<file path="config.mk">
export PLATFORM = sky130hd
export DESIGN_NAME = snn_frame_ctrl
export DESIGN_NICKNAME = d
export VERILOG_FILES = /design/src/rtl/snn_frame_ctrl.sv
export SDC_FILE = /design/constraint.sdc
export NUM_CORES = 1
export LEC_CHECK = 0
export CAP_MARGIN = 5
export CORE_ASPECT_RATIO = 1.2
export CORE_MARGIN = 4
export CORE_UTILIZATION = 46
export CTS_CLUSTER_DIAMETER = 30
export CTS_CLUSTER_SIZE = 30
export DETAILED_ROUTE_END_ITERATION = 8
export PLACE_DENSITY = 0.72
export SYNTH_ARGS = -nofsm -noshare
export SYNTH_HDL_FRONTEND = slang
export SYNTH_SLANG_ARGS = --single-unit
</file>
<file path="constraint.sdc">
create_clock -name clk -period 2.6 [get_ports clk]
set_clock_uncertainty 0.1 [all_clocks]
set_input_delay 0.26 -clock clk [delete_from_list [all_inputs] [get_ports clk]]
set_output_delay 0.26 -clock clk [all_outputs]
set_load 0.05 [all_outputs]
</file>
<file path="src/rtl/snn_frame_ctrl.sv">
// -----------------------------------------------------------------------------
// snn_frame_ctrl
//
// Frame-level controller for the SNN digit classifier.
//   - Unpacks received UART bytes LSB-first into the 1-bit input RAM, one bit
//     per cycle, and pulses start when the last image bit is written.
//   - Hands the RAM address to snn_core while the core is calculating.
//   - Captures the classified digit onto the LEDs and hands its ASCII code to
//     the UART transmitter.
//   - Recovers from stalled frames (timeout) and flags overrun bytes.
//
// Ports:
//   clk, rst             : system clock, synchronous active-high reset
//   rx_rdy, rx_data      : received byte strobe / data
//   ram_addr, ram_wdata,
//   ram_we               : input RAM write/read port (shared with snn_core)
//   core_addr            : read address from snn_core (used in CALC)
//   start                : one-cycle pulse launching snn_core
//   done, digit          : result strobe / classified digit from snn_core
//   tx_start, tx_data    : transmitter launch pulse / byte to send
//   tx_rdy               : transmitter idle
//   led                  : last classified digit
//   busy                 : high whenever the controller is not idle
//   frame_err            : sticky, a frame timed out
//   ovr_err              : sticky, a byte arrived while not accepting
// -----------------------------------------------------------------------------
module snn_frame_ctrl #(
  parameter int NUM_BITS = 784,
  parameter int ADDR_W   = 10,
  parameter int TIMEOUT  = 2_500_000
) (
  input  logic              clk,
  input  logic              rst,
  input  logic              rx_rdy,
  input  logic [7:0]        rx_data,
  output logic [ADDR_W-1:0] ram_addr,
  output logic              ram_wdata,
  output logic              ram_we,
  input  logic [ADDR_W-1:0] core_addr,
  output logic              start,
  input  logic              done,
  input  logic [3:0]        digit,
  output logic              tx_start,
  output logic [7:0]        tx_data,
  input  logic              tx_rdy,
  output logic [7:0]        led,
  output logic              busy,
  output logic              frame_err,
  output logic              ovr_err
);

  // Idle counter is at least 22 bits wide, wider if TIMEOUT needs it.
  localparam int CNT_RAW = $clog2(TIMEOUT);
  localparam int CNT_W   = (CNT_RAW < 22) ? 22 : CNT_RAW;

  localparam logic [ADDR_W-1:0] LAST_ADDR = ADDR_W'(NUM_BITS - 1);
  localparam logic [CNT_W-1:0]  IDLE_MAX  = CNT_W'(TIMEOUT - 1);

  typedef enum logic [2:0] {
    S_IDLE      = 3'd0,
    S_UNPACK    = 3'd1,
    S_WAIT_BYTE = 3'd2,
    S_CALC      = 3'd3,
    S_SEND      = 3'd4
  } state_t;

  state_t            state_q,     state_d;
  logic [ADDR_W-1:0] wr_ptr_q,    wr_ptr_d;
  logic [7:0]        shreg_q,     shreg_d;
  logic [2:0]        bit_cnt_q,   bit_cnt_d;
  logic [CNT_W-1:0]  idle_cnt_q,  idle_cnt_d;
  logic [7:0]        led_q,       led_d;
  logic [7:0]        tx_data_q,   tx_data_d;
  logic              frame_err_q, frame_err_d;
  logic              ovr_err_q,   ovr_err_d;

  // State and datapath registers.
  always_ff @(posedge clk) begin
    if (rst) begin
      state_q     <= S_IDLE;
      wr_ptr_q    <= '0;
      shreg_q     <= 8'h00;
      bit_cnt_q   <= 3'd0;
      idle_cnt_q  <= '0;
      led_q       <= 8'h00;
      tx_data_q   <= 8'h00;
      frame_err_q <= 1'b0;
      ovr_err_q   <= 1'b0;
    end else begin
      state_q     <= state_d;
      wr_ptr_q    <= wr_ptr_d;
      shreg_q     <= shreg_d;
      bit_cnt_q   <= bit_cnt_d;
      idle_cnt_q  <= idle_cnt_d;
      led_q       <= led_d;
      tx_data_q   <= tx_data_d;
      frame_err_q <= frame_err_d;
      ovr_err_q   <= ovr_err_d;
    end
  end

  // Next-state logic and state-decoded outputs.
  always_comb begin
    state_d     = state_q;
    wr_ptr_d    = wr_ptr_q;
    shreg_d     = shreg_q;
    bit_cnt_d   = bit_cnt_q;
    idle_cnt_d  = idle_cnt_q;
    led_d       = led_q;
    tx_data_d   = tx_data_q;
    frame_err_d = frame_err_q;
    ovr_err_d   = ovr_err_q;

    ram_addr  = wr_ptr_q;
    ram_we    = 1'b0;
    ram_wdata = 1'b0;
    start     = 1'b0;
    tx_start  = 1'b0;
    busy      = (state_q != S_IDLE);

    case (state_q)
      S_IDLE: begin
        wr_ptr_d  = '0;
        bit_cnt_d = 3'd0;
        if (rx_rdy) begin
          // First byte of a new frame clears the sticky error flags.
          shreg_d     = rx_data;
          frame_err_d = 1'b0;
          ovr_err_d   = 1'b0;
          state_d     = S_UNPACK;
        end else begin
          state_d = S_IDLE;
        end
      end

      S_UNPACK: begin
        ram_we    = 1'b1;
        ram_wdata = shreg_q[0];
        shreg_d   = {1'b0, shreg_q[7:1]};
        wr_ptr_d  = wr_ptr_q + 1'b1;
        bit_cnt_d = bit_cnt_q + 3'd1;
        if (rx_rdy) begin
          ovr_err_d = 1'b1;
        end else begin
          ovr_err_d = ovr_err_q;
        end
        if (bit_cnt_q == 3'd7) begin
          // The last image bit is written in the same cycle start fires.
          if (wr_ptr_q == LAST_ADDR) begin
            start   = 1'b1;
            state_d = S_CALC;
          end else begin
            idle_cnt_d = '0;
            state_d    = S_WAIT_BYTE;
          end
        end else begin
          state_d = S_UNPACK;
        end
      end

      S_WAIT_BYTE: begin
        // A byte arriving in the timeout cycle still wins.
        if (rx_rdy) begin
          shreg_d = rx_data;
          state_d = S_UNPACK;
        end else if (idle_cnt_q == IDLE_MAX) begin
          frame_err_d = 1'b1;
          wr_ptr_d    = '0;
          state_d     = S_IDLE;
        end else begin
          idle_cnt_d = idle_cnt_q + 1'b1;
        end
      end

      S_CALC: begin
        ram_addr = core_addr;
        if (rx_rdy) begin
          ovr_err_d = 1'b1;
        end else begin
          ovr_err_d = ovr_err_q;
        end
        if (done) begin
          led_d     = {4'h0, digit};
          tx_data_d = 8'h30 + {4'h0, digit};
          state_d   = S_SEND;
        end else begin
          state_d = S_CALC;
        end
      end

      S_SEND: begin
        if (rx_rdy) begin
          ovr_err_d = 1'b1;
        end else begin
          ovr_err_d = ovr_err_q;
        end
        if (tx_rdy) begin
          tx_start = 1'b1;
          wr_ptr_d = '0;
          state_d  = S_IDLE;
        end else begin
          state_d = S_SEND;
        end
      end

      default: begin
        state_d = S_IDLE;
      end
    endcase
  end

  assign led       = led_q;
  assign tx_data   = tx_data_q;
  assign frame_err = frame_err_q;
  assign ovr_err   = ovr_err_q;

endmodule

</file>
# --- Word-level counts from Yosys, hierarchy flattened ---
# Cells that the tools add are included.
totals:
  ff_bits: 60
  latchBits: 0
  mem_bits_rw: 0
  mem_bits_ro: 0
  in_bits: 27
  output_inout_bits: 33
  n_memories: 0
classes:
  addsub: 4
  multipliers: 0
  n_div: 0
  magnitude_cmp: 0
  n_eq_ne: 17
  shift: 0
  muxes: 34
  bitwise: 0
  n_reduce_logical: 16
op_table:
  columns: ["cell", "n"]
  rows:
  - ["22-bit two-way mux", 4]
  - ["22-bit one-hot mux with 2 select lines", 1]
  - ["10-bit two-way mux", 4]
  - ["10-bit one-hot mux with 4 select lines", 1]
  - ["22-bit by 1-bit adder with 22-bit output, second input constant", 1]
  - ["22-bit equality test, second input constant", 1]
  - ["8-bit one-hot mux with 2 select lines", 1]
  - ["3-bit two-way mux", 5]
  - ["3-bit one-hot mux with 5 select lines", 1]
  - ["2-bit != test, second input constant", 7]
  - ["1-bit two-way mux", 13]
  - ["10-bit by 1-bit adder with 10-bit output, second input constant", 1]
  - ["10-bit equality test, second input constant", 1]
  - ["2-bit nonzero test", 5]
  - ["8-bit two-way mux", 1]
  - ["4-bit AND reduction", 2]
  - ["6-bit by 4-bit adder with 7-bit output, first input constant", 1]
  - ["3-bit by 2-bit equality test with 1-bit output, second input constant", 2]
  - ["3-bit equality test, second input constant", 2]
  - ["3-bit one-hot mux with 2 select lines", 1]
  - ["5-bit AND reduction", 1]
  - ["2-bit by 1-bit != test with 1-bit output, second input constant", 2]
  - ["1-bit one-hot mux with 2 select lines", 2]
  - ["2-bit AND reduction", 2]
  - ["other kinds (9)", 9]

# --- Longest topological paths before layout ---
depth:
  word_depth: 4
  mapped_depth: 8
  ltp_nobuf: 7

# --- Worst setup path after synthesis ---
# OpenSTA, ideal clock, no wires.
synth_timing:
  path_kind: "register to output"
  from: "register state_q[0]"
  to: "output start"
  arrival_time_ns: 3.170
  required_ns: 2.240
  path_slack_ns: -0.930
  path_stages_with_launch: 4
  n_path_buf: 0
  cell_sequence: "dfxtp_1 nor3b_1 nand4_1 nor2_1"
synth_between:
  elab_chain_cells: 2
synth_lines:
  columns: ["item", "line", "rtl"]
  rows:
  - ["start: declaration", "67", "state_t state_q, state_d;"]
  - ["start signal: assignment", "90", "state_q <= state_d;"]
  - ["3-bit by 1-bit equality test with 1-bit output", "121", "case (state_q)"]
  - ["1-bit two-way mux", "121", null]
  - ["end: declaration", "40", "output logic start,"]
# No other way between the ends.

# --- Worst setup path after layout ---
layout_timing:
  from: "register state_q[0]"
  to: "output tx_start"
layout_between:
  elab_chain_cells: 2
layout_lines:
  columns: ["item", "line", "rtl"]
  rows:
  - ["3-bit equality test", "121", null]
  - ["1-bit two-way mux", "121", null]
  - ["end: declaration", "43", "output logic tx_start,"]
# No other way between the ends.

==> summary.md <==
| Metric | Value |
|---|---|
| Number of top-level design ports | `60` |
| Basic-gate share of the synthesized area counting and, or, nand and nor cells | `0.324` |
| Post-synthesis instance area | `3030 sq um` |
| Total count of hold-check failures in the final report | `0` |
| CP peak stage delay | `800 ps` |
| Latest clock arrival within the worst-skew pair | `310 ps` |
| Post-synthesis sequential area ratio | `0.350` |
| Number of I/O port buffers | `53` |
| Horizontal extent of the die | `82.1 um` |
| Number of flops mapped to enable cells by yosys | `0` |
| Required time of the critical path | `2240 ps` |
| Number of nets in the finished design | `475` |
| Worst slew margin | `0.300` |
| Sort of element at the start of the critical path | `flip-flop` |
| Placement row count | `32` |
| Buffer count from post-CTS setup fixing | `0` |
| Cell class contributing the biggest share of worst-path delay | `buffers and inverters` |
| Synthesized-area fraction occupied by ao, oa, aoi and oai cells | `0.195` |
| Maximum clock frequency | `0.420 GHz` |
| Starting Density | `0.474` |
| Power density over the cells | `389 nW/um^2` |
| Total negative setup slack | `0 ps` |
| Type of element capturing the critical path | `primary output` |
| Count of buffer and inverter cells on the critical path | `2` |
| Static leakage power | `1.35 nW` |
| Max IR drop VDD | `0.212 mV` |
| Total via count in the routed design | `2971` |
| Pin count of the biggest net entering global routing | `31` |
| Number of global-route vias before repair | `2807` |
| Distinct cell type count after synthesis | `58` |
| Setup repair after global routing missed its margin | `false` |
| Number of H-tree levels | `2` |
| Maximum count of clock buffers along a single path | `2` |
| Number of pins exceeding their max-slew limit in the final report | `0` |
| Filler cell count | `601` |
| Global-route wire length before repair | `13200 um` |
| Final worst path period need | `2380 ps` |
| Main combinational cell family by area after synthesis | `simple AND/OR/NAND/NOR gates` |
| WL final | `7780 um` |
| Area share of xor/xnor cells in the synthesized design | `0.0202` |
| CTS tree | `done` |
| Post-CTS Hold Fix Bufs | `0` |
| Wire length per cell | `14.7 um` |
| Total overflow reported by the global router | `0` |
| Prevailing post-synth register cell | `dfxtp_1` |
| Start-to-end type of the worst setup path | `reg2out` |
| Clock buffers created by TritonCTS | `5` |
| Cell with the largest stage delay on the worst path | `clkdlybuf4s50_1` |
| Synthesis-to-layout area growth | `26.2%` |
| Y dimension of the die | `97.0 um` |
| Number of vias per cell after detailed routing | `5.61` |
| Core Util, Final | `0.598` |
| Yosys Warn Count | `0` |
| Core region area | `6410 sq um` |
| Layout cells sized above 1 | `0.135` |
| Share of the clock period used by the worst path after layout | `0.915` |
| Synth Register Bits | `53` |
| GP Congestion | `0.809` |
| CP cell instances | `buf_4 -> nor2_1 -> and3_1 -> clkdlybuf4s50_1` |
| Run status | `completed` |
| Worst-path maximum fanout | `20` |
| Hpwl dp | `5670 um` |
| DRC violation count after routing | `0` |
| Share of synthesized registers carrying an async set or reset | `0` |
| Total routing usage reported by global routing | `0.204` |
| CTS Root Buffer Type | `clkbuf_8` |
| CTS clock-pin slew for the worst setup and hold paths | `100 ps` |
| Per-instance average area after synthesis | `7.68 sq um` |
| Antenna violations before repair | `0` |
| Diode insertion count for antenna repair | `0` |
| Max Cap Violations | `0` |
| Number of iterations in the first detailed-routing pass | `4` |
| Count of cells resized by post-cts repair | `0` |
| Die outline area | `7960 sq um` |
| Worst min-delay path class | `in2reg` |
| Number of DRC violations after detailed-routing iteration 0 | `149` |
| Highest-count cells in the layout ignoring fill and taps | `nand2_1, dfxtp_1, clkdlybuf4s50_1` |
| Post-synthesis cell count | `395` |
| Final setup viols | `0` |
| Share of cell area taken by muxes after synthesis | `0.0103` |
| Most common cell after layout, fill and taps aside | `nand2_1` |
| Slew at the pin with the worst max-slew slack | `1040 ps` |
| Crit path arrival time | `2020 ps` |
| Adder and majority gate portion of the synthesized area | `0.0165` |
| Count of nets left with antenna violations after detail routing | `0` |
| Number of sinks on the clock net | `53` |
-- where the power goes --
| part | internal (mW) | leakage [nW] | switching [mW] |
|---|---|---|---|
| clock network | 0.190 | 0.0374 | 0.276 |
| logic | 0.0827 | 0.885 | 0.104 |
| registers | 0.828 | 0.430 | 0.0102 |
-- worst reg2reg max path: cells and delay by family, from the launching register on --
family,cells,cell delay [ps]
AO/OA/AOI/OAI,2,730
AND/OR/NAND/NOR,3,910
flip-flops,1,470
-- synth_stat cells, types with 3 or more instances --
library cell / count / share of area
nor4_1: 4 / 0.0082
xnor2_1: 5 / 0.014
nor2_1: 36 / 0.045
nand3b_1: 4 / 0.0099
nor4b_1: 3 / 0.0087
a22oi_1: 9 / 0.022
nor3_1: 10 / 0.016
nand2_1: 70 / 0.087
nand4_1: 8 / 0.016
and4_1: 3 / 0.0087
or3_1: 6 / 0.012
a31oi_1: 7 / 0.014
a311oi_1: 7 / 0.020
o31ai_1: 3 / 0.0074
nor2b_1: 4 / 0.0082
a21oi_1: 29 / 0.048
buf_6: 3 / 0.011
nand2b_1: 3 / 0.0062
nand3_1: 18 / 0.030
ha_1: 4 / 0.016
and3_1: 3 / 0.0062
inv_1: 6 / 0.0074
o21ai_0: 21 / 0.035
or2_2: 3 / 0.0062
buf_4: 11 / 0.027
dfxtp_1: 53 / 0.35
clkbuf_1: 16 / 0.020
-- final timing paths --
kind / startpoint / to / slack [ps] / depth (start not counted)
worst max-delay path: state_q[0]$_SDFFE_PP0P_ / tx_start / 220 / 4
worst min-delay path: rst / shreg_q[7]$_SDFFE_PP0P_ / 340 / 2
worst max register to register: idle_cnt_q[10]$_SDFFE_PP0P_ / wr_ptr_q[0]$_SDFFE_PP0P_ / 290 / 5
worst min register to register: tx_data[4]$_SDFFE_PP0P_ / tx_data[4]$_SDFFE_PP0P_ / 370 / 2
-- flip-flops by register name, summed over array words and instances (netlist names) --
register,flops
ovr_err,1
idle_cnt_q,22
state_q,3
shreg_q,8
led,3
frame_err,1
bit_cnt_q,3
tx_data,2
wr_ptr_q,10
-- per-stage QoR --
step           hold WS (ps)  cells  setup WS [ps]  power [mW]  instance area, sq um
4_1_cts                 337    530            203        1.51                  3830
3_3_place_gp            342    522            272        1.04                  3740
2_1_floorplan           308    400           54.6       0.968                  3060
5_1_grt                 383    530           83.8        1.55                  3830
6_report                342    530            220        1.49                  3830
3_5_place_dp            356    522            234        1.04                  3740
-- kinds of logic (layout without fill, tap and decap cells) --
group | count (synthesis) | after routing
mux | 3 | 3
xor+xnor | 7 | 7
other cells | 1 | 6
buf+inv | 42 | 87
simple gates | 194 | 194
flops | 53 | 53
compound gates | 91 | 91
fa+ha+maj | 4 | 4
-- per-layer routing --
| metal | track usage | share of wire | vias up |
|---|---|---|---|
| li1 | - | - | 1489 |
| met4 | 0.0614 | 0.014 | 0 |
| met3 | 0.0317 | 0.044 | 9 |
| met1 | 0.251 | 0.42 | 1408 |
| met2 | 0.356 | 0.53 | 65 |
| met5 | 0 | 0 | - |
-- area by class of cell --
type	instances	area [sq um]	share of cell area
clock buffers	6	72.6	0.0190
repair buffers	73	806	0.210
well taps	85	106	0.0278
flip-flops and latches	53	1060	0.277
multi-input cells	305	1750	0.456
inverters	6	22.5	0.00588
clock inverters	2	15.0	0.00392
Power figures use the tool's default switching activity.
